===== config.mk =====
export PLATFORM = sky130hd
export DESIGN_NAME = audio_ctrl_flat
export DESIGN_NICKNAME = d
export VERILOG_FILES = /design/src/rtl/audio_pkg.sv /design/src/rtl/audio_if.sv /design/src/rtl/sram_seq.sv /design/src/rtl/audio_ctrl.sv /design/src/flat_wrapper.sv
export SDC_FILE = /design/constraint.sdc
export NUM_CORES = 1
export LEC_CHECK = 0
export ABC_AREA = 1
export ABC_CLOCK_PERIOD_IN_PS = 3600
export CORE_MARGIN = 10
export CORE_UTILIZATION = 53
export CTS_BUF_LIST = sky130_fd_sc_hd__clkbuf_4 sky130_fd_sc_hd__clkbuf_8
export CTS_CLUSTER_DIAMETER = 150
export DETAILED_ROUTE_END_ITERATION = 6
export PLACE_DENSITY_LB_ADDON = 0.15
export SYNTH_ARGS = -nofsm -noshare
export SYNTH_HDL_FRONTEND = slang
export SYNTH_HIERARCHICAL = 1
export SYNTH_SLANG_ARGS = --single-unit

===== constraint.sdc =====
create_clock -name clk -period 3.6 [get_ports clk]
set_clock_uncertainty 0.1 [all_clocks]
set_input_delay 0.36 -clock clk [delete_from_list [all_inputs] [get_ports clk]]
set_output_delay 0.36 -clock clk [all_outputs]
set_load 0.02 [all_outputs]

===== src/rtl/audio_pkg.sv =====
// audio_pkg: shared definitions for the record/playback controller.
//   - default SRAM address / sample widths
//   - 2-bit controller state encoding (IDLE/RECORD/PLAY/PAUSE)
//   - SRAM access type (RD/WR)
package audio_pkg;

    localparam int DEF_ADDR_W = 18;
    localparam int DEF_DATA_W = 16;

    typedef enum logic [1:0] {
        IDLE   = 2'd0,
        RECORD = 2'd1,
        PLAY   = 2'd2,
        PAUSE  = 2'd3
    } state_t;

    typedef enum logic {
        RD = 1'b0,
        WR = 1'b1
    } acc_t;

endpackage


===== src/rtl/audio_if.sv =====
// audio_if: one-sample handshake between the ADC/DAC serializers and the
// controller.
//   master (serializer side): drives wr_req/wr_data/rd_req, receives
//                             wr_ack/rd_data/rd_valid
//   slave  (audio_ctrl side): the mirror image
interface audio_if
    import audio_pkg::*;
#(
    parameter int DATA_W = DEF_DATA_W
) ();

    logic              wr_req;
    logic [DATA_W-1:0] wr_data;
    logic              wr_ack;
    logic              rd_req;
    logic [DATA_W-1:0] rd_data;
    logic              rd_valid;

    modport master (
        output wr_req, wr_data, rd_req,
        input  wr_ack, rd_data, rd_valid
    );

    modport slave (
        input  wr_req, wr_data, rd_req,
        output wr_ack, rd_data, rd_valid
    );

endinterface


===== src/rtl/sram_seq.sv =====
// sram_seq: single-port SRAM access sequencer.
// Runs one access at a time: strobes low for 1+SRAM_WAIT cycles, then one
// cycle with all strobes high before the next access. Holds a one-deep
// pending slot; a request that finds the slot full is dropped and reported
// on drop. abort kills the in-flight access and the pending slot without any
// ack/valid.
// Ports: clk, rst (async, active-high), abort, req/req_type/req_data/req_addr
// (request in; req_addr is sampled when the access starts), ack/valid/drop
// (one-cycle pulses), rd_data (held), sram_* pins (all registered).
module sram_seq
    import audio_pkg::*;
#(
    parameter int ADDR_W    = DEF_ADDR_W,
    parameter int DATA_W    = DEF_DATA_W,
    parameter int SRAM_WAIT = 1
) (
    input  logic              clk,
    input  logic              rst,
    input  logic              abort,
    input  logic              req,
    input  acc_t              req_type,
    input  logic [DATA_W-1:0] req_data,
    input  logic [ADDR_W-1:0] req_addr,
    output logic              ack,
    output logic              valid,
    output logic              drop,
    output logic [DATA_W-1:0] rd_data,
    output logic [ADDR_W-1:0] sram_addr,
    output logic [DATA_W-1:0] sram_dq_o,
    input  logic [DATA_W-1:0] sram_dq_i,
    output logic              sram_dq_oe,
    output logic              sram_ce_n,
    output logic              sram_oe_n,
    output logic              sram_we_n
);

    logic              acc_r;
    acc_t              acc_type_r;
    logic [2:0]        cnt_r;
    logic              pend_r;
    acc_t              pend_type_r;
    logic [DATA_W-1:0] pend_data_r;

    logic              start_s;
    logic              direct_s;
    acc_t              start_type_s;
    logic [DATA_W-1:0] start_data_s;

    // Pick what starts next: the pending slot always goes before a new request.
    always_comb begin
        start_s  = !acc_r && (pend_r || req);
        direct_s = start_s && !pend_r;
        if (pend_r) begin
            start_type_s = pend_type_r;
            start_data_s = pend_data_r;
        end else begin
            start_type_s = req_type;
            start_data_s = req_data;
        end
    end

    // Strobe timing, wait counter, pending slot and read capture.
    always_ff @(posedge clk or posedge rst) begin
        if (rst) begin
            acc_r       <= 1'b0;
            acc_type_r  <= RD;
            cnt_r       <= 3'd0;
            pend_r      <= 1'b0;
            pend_type_r <= RD;
            pend_data_r <= {DATA_W{1'b0}};
            ack         <= 1'b0;
            valid       <= 1'b0;
            drop        <= 1'b0;
            rd_data     <= {DATA_W{1'b0}};
            sram_addr   <= {ADDR_W{1'b0}};
            sram_dq_o   <= {DATA_W{1'b0}};
            sram_dq_oe  <= 1'b0;
            sram_ce_n   <= 1'b1;
            sram_oe_n   <= 1'b1;
            sram_we_n   <= 1'b1;
        end else if (abort) begin
            acc_r      <= 1'b0;
            pend_r     <= 1'b0;
            ack        <= 1'b0;
            valid      <= 1'b0;
            drop       <= 1'b0;
            sram_dq_oe <= 1'b0;
            sram_ce_n  <= 1'b1;
            sram_oe_n  <= 1'b1;
            sram_we_n  <= 1'b1;
        end else begin
            ack   <= 1'b0;
            valid <= 1'b0;
            drop  <= 1'b0;
            if (acc_r) begin
                if (cnt_r == 3'd0) begin
                    // Last strobe cycle: release the bus and report completion.
                    acc_r      <= 1'b0;
                    sram_dq_oe <= 1'b0;
                    sram_ce_n  <= 1'b1;
                    sram_oe_n  <= 1'b1;
                    sram_we_n  <= 1'b1;
                    if (acc_type_r == WR) begin
                        ack <= 1'b1;
                    end else begin
                        valid   <= 1'b1;
                        rd_data <= sram_dq_i;
                    end
                end else begin
                    cnt_r <= cnt_r - 3'd1;
                end
            end else if (start_s) begin
                acc_r      <= 1'b1;
                acc_type_r <= start_type_s;
                cnt_r      <= 3'(SRAM_WAIT);
                sram_addr  <= req_addr;
                sram_dq_o  <= start_data_s;
                sram_ce_n  <= 1'b0;
                sram_we_n  <= (start_type_s != WR);
                sram_oe_n  <= (start_type_s != RD);
                sram_dq_oe <= (start_type_s == WR);
            end

            // The slot counts as free if it is being emptied at this edge.
            if (req && !direct_s) begin
                if (!pend_r || start_s) begin
                    pend_r      <= 1'b1;
                    pend_type_r <= req_type;
                    pend_data_r <= req_data;
                end else begin
                    drop <= 1'b1;
                end
            end else if (start_s) begin
                pend_r <= 1'b0;
            end
        end
    end

endmodule


===== src/rtl/audio_ctrl.sv =====
// audio_ctrl: record/playback controller owning the external 16-bit SRAM.
// Holds the mode FSM (IDLE/RECORD/PLAY/PAUSE), the access/length counters and
// command decode; SRAM strobe timing lives in sram_seq.
// Ports: clk, rst (async, active-high); cmd_rec/play/pause/stop pulses;
// rec_en/play_en serializer enables; bus (audio_if.slave sample handshake);
// sram_* pins; state, cur_addr, end_addr, overrun status.
// Build option: define AUDIO_LOOP_EN to make PLAY wrap to address 0 after the
// last recorded word instead of stopping.
module audio_ctrl
    import audio_pkg::*;
#(
    parameter int ADDR_W    = DEF_ADDR_W,
    parameter int DATA_W    = DEF_DATA_W,
    parameter int SRAM_WAIT = 1
) (
    input  logic              clk,
    input  logic              rst,
    input  logic              cmd_rec,
    input  logic              cmd_play,
    input  logic              cmd_pause,
    input  logic              cmd_stop,
    output logic              rec_en,
    output logic              play_en,
    audio_if.slave            bus,
    output logic [ADDR_W-1:0] sram_addr,
    output logic [DATA_W-1:0] sram_dq_o,
    input  logic [DATA_W-1:0] sram_dq_i,
    output logic              sram_dq_oe,
    output logic              sram_ce_n,
    output logic              sram_oe_n,
    output logic              sram_we_n,
    output logic [1:0]        state,
    output logic [ADDR_W-1:0] cur_addr,
    output logic [ADDR_W-1:0] end_addr,
    output logic              overrun
);

    localparam logic [ADDR_W-1:0] ADDR_MAX = {ADDR_W{1'b1}};
    localparam logic [ADDR_W-1:0] ADDR_ONE = {{(ADDR_W-1){1'b0}}, 1'b1};
`ifdef AUDIO_LOOP_EN
    localparam logic LOOP_EN = 1'b1;
`else
    localparam logic LOOP_EN = 1'b0;
`endif

    state_t            state_r;
    state_t            resume_r;
    logic [ADDR_W-1:0] cur_addr_r;
    logic [ADDR_W-1:0] end_addr_r;
    logic              overrun_r;
    logic              rec_en_r;
    logic              play_en_r;

    logic              ack_s, valid_s, drop_s, done_s;
    logic [DATA_W-1:0] rd_data_s;
    logic [ADDR_W-1:0] addr_inc_s, nxt_addr_s, seq_addr_s;
    logic              last_rd_s, last_wr_s, auto_stop_s;
    logic              stop_s, go_rec_s, go_play_s, go_pause_s;
    logic              abort_s, req_s;
    acc_t              req_type_s;

    assign done_s = ack_s | valid_s;

    // Address stepping, end-of-buffer detection and command decode.
    always_comb begin
        addr_inc_s = cur_addr_r + ADDR_ONE;
        last_rd_s  = (state_r == PLAY) && (addr_inc_s == end_addr_r);
        last_wr_s  = (state_r == RECORD) && (cur_addr_r == ADDR_MAX);
        if (last_rd_s && LOOP_EN) begin
            nxt_addr_s = {ADDR_W{1'b0}};
        end else begin
            nxt_addr_s = addr_inc_s;
        end
        auto_stop_s = done_s && (last_wr_s || (last_rd_s && !LOOP_EN));
        // A pending access starts on the same edge that retires the previous
        // one, so it must already see the advanced address.
        seq_addr_s = done_s ? nxt_addr_s : cur_addr_r;

        // Priority stop > rec > play > pause; a raised higher command masks
        // the lower ones even when it has no effect in the current state.
        go_rec_s   = 1'b0;
        go_play_s  = 1'b0;
        go_pause_s = 1'b0;
        if (!cmd_stop) begin
            if (cmd_rec) begin
                go_rec_s = (state_r != RECORD);
            end else if (cmd_play) begin
                go_play_s = (state_r != PLAY) && (end_addr_r != {ADDR_W{1'b0}});
            end else if (cmd_pause) begin
                go_pause_s = (state_r != IDLE);
            end else begin
                go_pause_s = 1'b0;
            end
        end else begin
            go_rec_s = 1'b0;
        end
        stop_s = cmd_stop || (auto_stop_s && !go_rec_s && !go_play_s);
        // Any mode change (pause included) abandons the in-flight access.
        abort_s = stop_s || go_rec_s || go_play_s || go_pause_s;

        req_s      = ((state_r == RECORD) && bus.wr_req) || ((state_r == PLAY) && bus.rd_req);
        req_type_s = (state_r == RECORD) ? WR : RD;
    end

    // Mode FSM with address/length counters and registered enables.
    always_ff @(posedge clk or posedge rst) begin
        if (rst) begin
            state_r    <= IDLE;
            resume_r   <= RECORD;
            cur_addr_r <= {ADDR_W{1'b0}};
            end_addr_r <= {ADDR_W{1'b0}};
            overrun_r  <= 1'b0;
            rec_en_r   <= 1'b0;
            play_en_r  <= 1'b0;
        end else begin
            if (done_s) begin
                cur_addr_r <= nxt_addr_s;
                if (state_r == RECORD) begin
                    end_addr_r <= last_wr_s ? ADDR_MAX : addr_inc_s;
                end
            end
            if (drop_s) begin
                overrun_r <= 1'b1;
            end

            if (stop_s) begin
                state_r    <= IDLE;
                rec_en_r   <= 1'b0;
                play_en_r  <= 1'b0;
                cur_addr_r <= {ADDR_W{1'b0}};
            end else if (go_rec_s) begin
                state_r    <= RECORD;
                rec_en_r   <= 1'b1;
                play_en_r  <= 1'b0;
                cur_addr_r <= {ADDR_W{1'b0}};
                end_addr_r <= {ADDR_W{1'b0}};
                overrun_r  <= 1'b0;
            end else if (go_play_s) begin
                state_r    <= PLAY;
                rec_en_r   <= 1'b0;
                play_en_r  <= 1'b1;
                cur_addr_r <= {ADDR_W{1'b0}};
                overrun_r  <= 1'b0;
            end else if (go_pause_s) begin
                case (state_r)
                    RECORD, PLAY: begin
                        resume_r  <= state_r;
                        state_r   <= PAUSE;
                        rec_en_r  <= 1'b0;
                        play_en_r <= 1'b0;
                    end
                    PAUSE: begin
                        state_r   <= resume_r;
                        rec_en_r  <= (resume_r == RECORD);
                        play_en_r <= (resume_r == PLAY);
                    end
                    default: begin
                        state_r <= IDLE;
                    end
                endcase
            end
        end
    end

    sram_seq #(
        .ADDR_W    (ADDR_W),
        .DATA_W    (DATA_W),
        .SRAM_WAIT (SRAM_WAIT)
    ) u_seq (
        .clk        (clk),
        .rst        (rst),
        .abort      (abort_s),
        .req        (req_s),
        .req_type   (req_type_s),
        .req_data   (bus.wr_data),
        .req_addr   (seq_addr_s),
        .ack        (ack_s),
        .valid      (valid_s),
        .drop       (drop_s),
        .rd_data    (rd_data_s),
        .sram_addr  (sram_addr),
        .sram_dq_o  (sram_dq_o),
        .sram_dq_i  (sram_dq_i),
        .sram_dq_oe (sram_dq_oe),
        .sram_ce_n  (sram_ce_n),
        .sram_oe_n  (sram_oe_n),
        .sram_we_n  (sram_we_n)
    );

    assign bus.wr_ack   = ack_s;
    assign bus.rd_valid = valid_s;
    assign bus.rd_data  = rd_data_s;
    assign state        = state_r;
    assign cur_addr     = cur_addr_r;
    assign end_addr     = end_addr_r;
    assign overrun      = overrun_r;
    assign rec_en       = rec_en_r;
    assign play_en      = play_en_r;

endmodule


===== src/flat_wrapper.sv =====
// flat-port wrapper written by rule: the top's interface ports become plain ports
module audio_ctrl_flat import audio_pkg::*;
#(
    parameter int ADDR_W    = DEF_ADDR_W,
    parameter int DATA_W    = DEF_DATA_W,
    parameter int SRAM_WAIT = 1
)
  (clk, rst, cmd_rec, cmd_play, cmd_pause, cmd_stop, rec_en, play_en, sram_addr, sram_dq_o, sram_dq_i, sram_dq_oe, sram_ce_n, sram_oe_n, sram_we_n, state, cur_addr, end_addr, overrun, bus_wr_req, bus_wr_data, bus_rd_req, bus_wr_ack, bus_rd_data, bus_rd_valid);
  audio_if #(.DATA_W(DATA_W)) bus_i ();
  input  logic clk;
  input  logic rst;
  input  logic cmd_rec;
  input  logic cmd_play;
  input  logic cmd_pause;
  input  logic cmd_stop;
  output logic rec_en;
  output logic play_en;
  output logic [ADDR_W-1:0] sram_addr;
  output logic [DATA_W-1:0] sram_dq_o;
  input  logic [DATA_W-1:0] sram_dq_i;
  output logic sram_dq_oe;
  output logic sram_ce_n;
  output logic sram_oe_n;
  output logic sram_we_n;
  output logic [1:0] state;
  output logic [ADDR_W-1:0] cur_addr;
  output logic [ADDR_W-1:0] end_addr;
  output logic overrun;
  input wire logic [$bits(bus_i.wr_req)-1:0] bus_wr_req;
  input wire logic [$bits(bus_i.wr_data)-1:0] bus_wr_data;
  input wire logic [$bits(bus_i.rd_req)-1:0] bus_rd_req;
  output wire logic [$bits(bus_i.wr_ack)-1:0] bus_wr_ack;
  output wire logic [$bits(bus_i.rd_data)-1:0] bus_rd_data;
  output wire logic [$bits(bus_i.rd_valid)-1:0] bus_rd_valid;
  assign bus_i.wr_req = bus_wr_req;
  assign bus_i.wr_data = bus_wr_data;
  assign bus_i.rd_req = bus_rd_req;
  assign bus_wr_ack = bus_i.wr_ack;
  assign bus_rd_data = bus_i.rd_data;
  assign bus_rd_valid = bus_i.rd_valid;
  audio_ctrl #(.ADDR_W(ADDR_W), .DATA_W(DATA_W), .SRAM_WAIT(SRAM_WAIT)) u_core (.clk(clk), .rst(rst), .cmd_rec(cmd_rec), .cmd_play(cmd_play), .cmd_pause(cmd_pause), .cmd_stop(cmd_stop), .rec_en(rec_en), .play_en(play_en), .bus(bus_i), .sram_addr(sram_addr), .sram_dq_o(sram_dq_o), .sram_dq_i(sram_dq_i), .sram_dq_oe(sram_dq_oe), .sram_ce_n(sram_ce_n), .sram_oe_n(sram_oe_n), .sram_we_n(sram_we_n), .state(state), .cur_addr(cur_addr), .end_addr(end_addr), .overrun(overrun));
endmodule

# Word level (Yosys, flattened, before mapping)
# Cells that the tools add are included.
# Widths: inputs -> output; s select.
[op_classes]
n_bitwise = 8
n_mux = 74
reduce_logical = 41
n_addsub = 2
n_eq_ne = 12
[ops]
columns = ["op", "count"]
rows = [
  ["$mux 18", 9],
  ["$mux 1", 54],
  ["$add 18x1->18 const B", 1],
  ["$eq 18x18->1", 1],
  ["$eq 18x18->1 const B", 1],
  ["$reduce_bool 18->1", 1],
  ["$mux 16", 1],
  ["$logic_and 1x1->1", 11],
  ["$mux 3", 3],
  ["$reduce_and 3->1", 3],
  ["$logic_or 1x1->1", 8],
  ["$mux 2", 4],
  ["$not 1->1", 7],
  ["$eq 2x2->1 const B", 3],
  ["$ne 3x1->1 const B", 2],
  ["$reduce_and 2->1", 3],
  ["$reduce_bool 3->1", 2],
  ["$logic_not 1->1", 5],
  ["$reduce_and 5->1", 1],
  ["$reduce_bool 5->1", 1],
  ["$eq 2x1->1 const B", 2],
  ["$ne 2x2->1 const B", 2],
  ["$pmux 1 s2", 2],
  ["$pmux 2 s2", 1],
  ["other kinds (8)", 9],
]
[totals]
regBits = 123
inputBits = 40
output_inout_bits = 97

# Longest topological paths before layout
[depth]
word_depth = 13
ltp_mapped = 22
depth_no_buf = 21

# By module
# Netlist, hierarchy kept.
[modules_own_cells]
columns = ["module", "area_each_um2", "n_inst", "cells_each"]
rows = [
  ["sram_seq", 3425.8, 1, 401],
  ["audio_ctrl", 3128.0, 1, 446],
]

# Worst setup path after synthesis
# OpenSTA, ideal clock, no wires.
[synth_timing]
path_kind = "flip-flop to flip-flop"
startpoint = "register u_core.cur_addr_r[0], in the netlist u_core/cur_addr[0]"
endpoint = "register u_core.u_seq.pend_type_r"
path_slack_ns = 0.545
t_required_ns = 3.383
period_less_slack_ns = 3.055
path_stages_with_launch = 22
arrival_ns = 2.838
path_cell_list = "dfrtp_1 > ha_1 > nand2_1 > nor2_2 > nand2_2 > o21ai_2 > nand2_1 > nand2_1 > nand2_1 > nand3_1 > nor2_1 > nand2_1 > nand2_2 > a21oi_4 > nand3_1 > inv_2 > nand2_2 > nor2_4 > nand2_4 > buf_6 > nand2_1 > nand2_1"
[synth_between]
elab_chain_len = 13
[synth_lines]
columns = ["item", "line_no", "source"]
rows = [
  ["start, declared", "audio_ctrl.sv:48", "logic [ADDR_W-1:0] cur_addr_r;"],
  ["start signal, assigned", "audio_ctrl.sv:110", "cur_addr_r <= {ADDR_W{1'b0}};"],
  ["start signal, assigned", "audio_ctrl.sv:117", "cur_addr_r <= nxt_addr_s;"],
  ["start signal, assigned", "audio_ctrl.sv:130", "cur_addr_r <= {ADDR_W{1'b0}};"],
  ["$add 18x1->18", "audio_ctrl.sv:66", "addr_inc_s = cur_addr_r + ADDR_ONE;"],
  ["$eq 18x18->1", "audio_ctrl.sv:67", "last_rd_s = (state_r == PLAY) && (addr_inc_s == end_addr_r);"],
  ["$logic_and 1x1->1", "audio_ctrl.sv:67", ""],
  ["$logic_or 1x1->1 *", "audio_ctrl.sv:74", "auto_stop_s = done_s && (last_wr_s || (last_rd_s && !LOOP_EN));"],
  ["$logic_and 1x1->1 *", "audio_ctrl.sv:74", ""],
  ["$logic_and 1x1->1 * (2 in series)", "audio_ctrl.sv:97", "stop_s = cmd_stop || (auto_stop_s && !go_rec_s && !go_play_s);"],
  ["$logic_or 1x1->1 *", "audio_ctrl.sv:97", ""],
  ["$logic_or 1x1->1 * (3 in series)", "audio_ctrl.sv:99", "abort_s = stop_s || go_rec_s || go_play_s || go_pause_s;"],
  ["named net u_core.abort_s", "audio_ctrl.sv:59", "logic abort_s, req_s;"],
  ["$not 1->1 (no line) *", "-", ""],
  ["$reduce_and 3->1 (no line) *", "-", ""],
  ["end signal, assigned", "sram_seq.sv:128", "pend_type_r <= req_type;"],
  ["end, declared", "sram_seq.sv:41", "acc_t pend_type_r;"],
]
# Mark *: on every way through the listed nets, which the timed path passes. The rest lies on a longest branch.
# A chain may end at the register's enable or synchronous reset.

# Worst setup path after layout
[layout_timing]
startpoint = "register u_core.cur_addr_r[0], in the netlist u_core/cur_addr[0]"
endpoint = "register u_core.u_seq.pend_data_r[9]"
[layout_between]
elab_chain_len = 13
[layout_lines]
columns = ["item", "line_no", "source"]
rows = [
  ["$add 18x1->18", "audio_ctrl.sv:66", ""],
  ["$eq 18x18->1", "audio_ctrl.sv:67", ""],
  ["$logic_and 1x1->1", "audio_ctrl.sv:67", ""],
  ["$logic_or 1x1->1 *", "audio_ctrl.sv:74", ""],
  ["$logic_and 1x1->1 *", "audio_ctrl.sv:74", ""],
  ["$logic_and 1x1->1 * (2 in series)", "audio_ctrl.sv:97", ""],
  ["$logic_or 1x1->1 *", "audio_ctrl.sv:97", ""],
  ["$logic_or 1x1->1 * (3 in series)", "audio_ctrl.sv:99", ""],
  ["named net u_core.abort_s", "audio_ctrl.sv:59", ""],
  ["$not 1->1 (no line) *", "-", ""],
  ["$reduce_and 3->1 (no line) *", "-", ""],
  ["end signal, assigned", "sram_seq.sv:70", "pend_data_r <= {DATA_W{1'b0}};"],
  ["end signal, assigned", "sram_seq.sv:129", "pend_data_r <= req_data;"],
  ["end, declared", "sram_seq.sv:42", "logic [DATA_W-1:0] pend_data_r;"],
]
# Marks and branches as above.

==> impl_metrics.tcl <==
set metrics [dict create \
    std_cell_rows 40 \
    ys_seq_area_share_pct 47.04 \
    critical_path_required_ns 3.87 \
    clockRootBuffer "clkbuf_8" \
    final_nets 1036 \
    fillCellCount 1029 \
    drcViolationCount 3 \
    dieArea_um2 17210 \
    power_switching_w 0.0008119 \
    antenna_found_initial 0 \
    slew_headroom_pct 51.04 \
    ant_nets 0 \
    die-width_um 131.2 \
    start_util_pct 54.34 \
    top_level_ports 137 \
    path_cells "ha_2 > nand2_1 > nor2_2 > nand4_1 > nand2_1 > nand2_1 > nand2_1 > nor2_1 > nand2_1 > nor2_1 > nand2_1 > nand2_2 > a21oi_4 > nand3_1 > buf_4 > inv_2 > nand2_2 > nor2_4 > buf_4 > nand3_1 > nand2_1" \
    synth_nets 895 \
    finalHoldViolations 0 \
    cp_max_fo 17 \
    drt_iter0_drc 581 \
    cp_slowest_cell "dfrtp_1" \
    setup_viol 0 \
    grt.overflow.total 0 \
    violations "design-rule violations" \
    hold_path_class "primary input to asynchronous set/reset pin" \
    clk_latency_ns 0.43 \
    tns_ns 0 \
    synth_most_common_cell "nand2_1" \
    outcome "complete, but fails checks" \
    drt_first_pass_iters 7 \
    detailed_place_hpwl_um 12920 \
    fmaxAchievable_mhz 303.9 \
    clk_pin_slew_worst_paths_ns 0.07 \
    p_leak_nw 4.231 \
    htreeDepth 4 \
    fin_util_pct 69.48 \
    crit_arrival_ns 3.56 \
    yosysWarnings 6 \
    sw_frac_of_total_pct 27.03 \
    grt_util_all_layers_pct 20.29 \
    p_seq_share_pct 50.1 \
    grt_pass1_vias 5730 \
    async_reset_ff_share_pct 100.0 \
    cts_tree "built" \
    cts_hold_buf 0 \
    highest_layer "met4" \
    portBuffers 136 \
    wl_um 17570 \
    via_count 5971 \
    slowest_delay_ns 0.47 \
    synth_area_um2 6554 \
    wire_per_inst_um 15.03 \
    clock-sinks 123 \
    die_y_um 131.2 \
    syn_to_final_growth_pct 27.87 \
    cp-end-kind "flop" \
    tightestPinTransition_ns 0.7326 \
    path_common_cell "nand2_1" \
    dr_wl_met3_um 1816 \
    synth-edff-count 0 \
    clockBufferDepth 2 \
    fin_crit_sh_pct 91.40 \
    synth_ff_type "dfrtp_1" \
    p_per_area_nw_per_um2 358.5 \
    slew_violations 0 \
    synthTopCellsByCount "nand2_1 (305), dfrtp_1 (119), inv_1 (104)" \
    drive_above_1_share_pct 9.690 \
    combinationalPowerShare_pct 15.3 \
    netlist.area_leader.share_pct 45.44 \
    synth_seq_cells 123 \
    wl_met2_um 7862 \
    clkPwrFrac_pct 34.6 \
    startpoint_type "flop" \
    globalplace.congestion 0.9157 \
    grt_setup_unrepaired "false" \
    core_um2 12060 \
    met1Wirelength_um 7716 \
    min_period_ns 3.290 \
    avgSynthCellArea_um2 7.738 \
    antenna_cells 0 \
    synth_top_cell_by_area "dfrtp_1" \
    crit_type "flop to flop" \
    grt_start_max_net_pins 44 \
    cts_buffers 17 \
    max-cap-violations 0 \
    post_drt_via_cell_ratio 5.108 \
    max-vdd-ir-drop_mv 0.3121 \
    ys_types 42 \
    ff2ff_path_depth 21 \
    cell_internal_pwr_w 0.002192 \
    synth_area_leaders "dfrtp_1 (45%), nand2_1 (17%), inv_1 (6.0%)" \
    grt_pass1_wl_um 28950 \
    syn_inst 847 \
]
layout make-up:
class / count / area, µm² / area share, %
timing repair buffer: 150 / 1466 / 17.50
clock buffer: 23 / 285.3 / 3.404
clock inverter: 9 / 50.05 / 0.5972
inverter: 111 / 419.2 / 5.001
multi-input combinational: 585 / 2867 / 34.20
sequential: 123 / 3083 / 36.79
tap: 168 / 210.2 / 2.508
layout by cell type, fill, tap and decap left out, types with 2 or more instances in the layout:
cell and instances:
a21oi_1 25, and3_1 2, buf_4 14, clkbuf_4 5, clkbuf_8 18, clkdlybuf4s50_1 136
clkinv_2 9, clkinvlp_4 2, dfrtp_1 119, dfstp_2 4, ha_1 7, inv_1 103
inv_2 6, nand2_1 305, nand2_2 8, nand2_4 3, nand3_1 69, nand3_2 3
nand3b_1 6, nand4_1 16, nor2_1 41, nor2_2 6, nor2_4 14, nor4_1 5
o2111ai_1 4, o211ai_1 11, o21ai_0 34, o21ai_1 5, o221ai_1 7, xor2_1 2
routing by layer:
| metal | GRT usage (%) | up-vias |
|---|---|---|
| li1 | - | 2969 |
| met1 | 25.84 | 2755 |
| met2 | 30.01 | 231 |
| met3 | 9.261 | 16 |
| met4 | 6.375 | 0 |
| met5 | 0 | - |
path summary, 6_finish.rpt:
kind | slack [ns] | startpoint | end
setup reg to reg | 0.31 | u_core/cur_addr[0] | u_core/u_seq/pend_data_r[9]
setup / recovery | 0.31 | u_core/cur_addr[0] | u_core/u_seq/pend_data_r[9]
min in group clk | 0.37 | u_core/u_seq/sram_oe_n | u_core/u_seq/sram_oe_n
hold / removal | 0.20 | rst | u_core/u_seq/rd_data[0]
max in group asynchronous | 2.40 | rst | u_core/u_seq/sram_oe_n
hold reg to reg | 0.37 | u_core/u_seq/sram_oe_n | u_core/u_seq/sram_oe_n
kinds of logic after synthesis:
logic type	Yosys count	synth area share, %
buffers and inverters	139	9.335
xor gates and xnor gates	3	0.6300
adders and majority gates	8	1.527
and+or+nand+nor	483	33.12
AOI/OAI and AO/OA	91	8.343
DFF	123	47.04
flip-flops by register name (all words and copies together) (netlist names), 2 cells and up:
| register | flops |
|---|---|
| u_core/state | 2 |
| u_core/resume_r | 2 |
| u_core/u_seq/cnt_r | 3 |
| u_core/end_addr | 18 |
| u_core/u_seq/pend_data_r | 16 |
| u_core/u_seq/rd_data | 16 |
| u_core/u_seq/sram_dq_o | 16 |
| u_core/u_seq/sram_addr | 18 |
| u_core/cur_addr | 18 |
critical path, delay by kind of cell (launching register included):
family                     cells  cell delay (ns)
AOI/OAI and AO/OA              1             0.24
adders and majority gates      1             0.27
buffers and inverters          3             0.51
DFF                            1             0.47
and+or+nand+nor               16             1.64
power groups by stage:
stage	registers [W]	clock network (W)	logic (W)
detailed placement	0.00153	0	0.000464
CTS	0.00151	0.00107	0.000465
global route	0.00152	0.00114	0.000507
global placement	0.00153	0	0.000457
floorplan	0.00161	0	0.000155
finish	0.00151	0.00104	0.000459
metrics by stage:
step | hold slack [ns] | setup slack [ns] | instances | cell area, µm² | total power (W)
CTS | 0.1838 | 0.2864 | 1169 | 8373 | 0.003044
finish | 0.2026 | 0.3098 | 1169 | 8381 | 0.003004
floorplan | 0.3417 | 0.5449 | 847 | 6554 | 0.001763
global placement | 0.3532 | 0.3757 | 1137 | 8038 | 0.001988
global route | 0.2011 | 0.004604 | 1169 | 8381 | 0.003160
detailed placement | 0.3574 | 0.3209 | 1137 | 8038 | 0.001994
what timing repair did:
action | 4_1_cts | 5_1_grt
gates resized for setup | 0 | 2
setup buffers | 0 | 0
setup endpoints to repair | 0 | 50
Power figures use the tool's default switching activity.
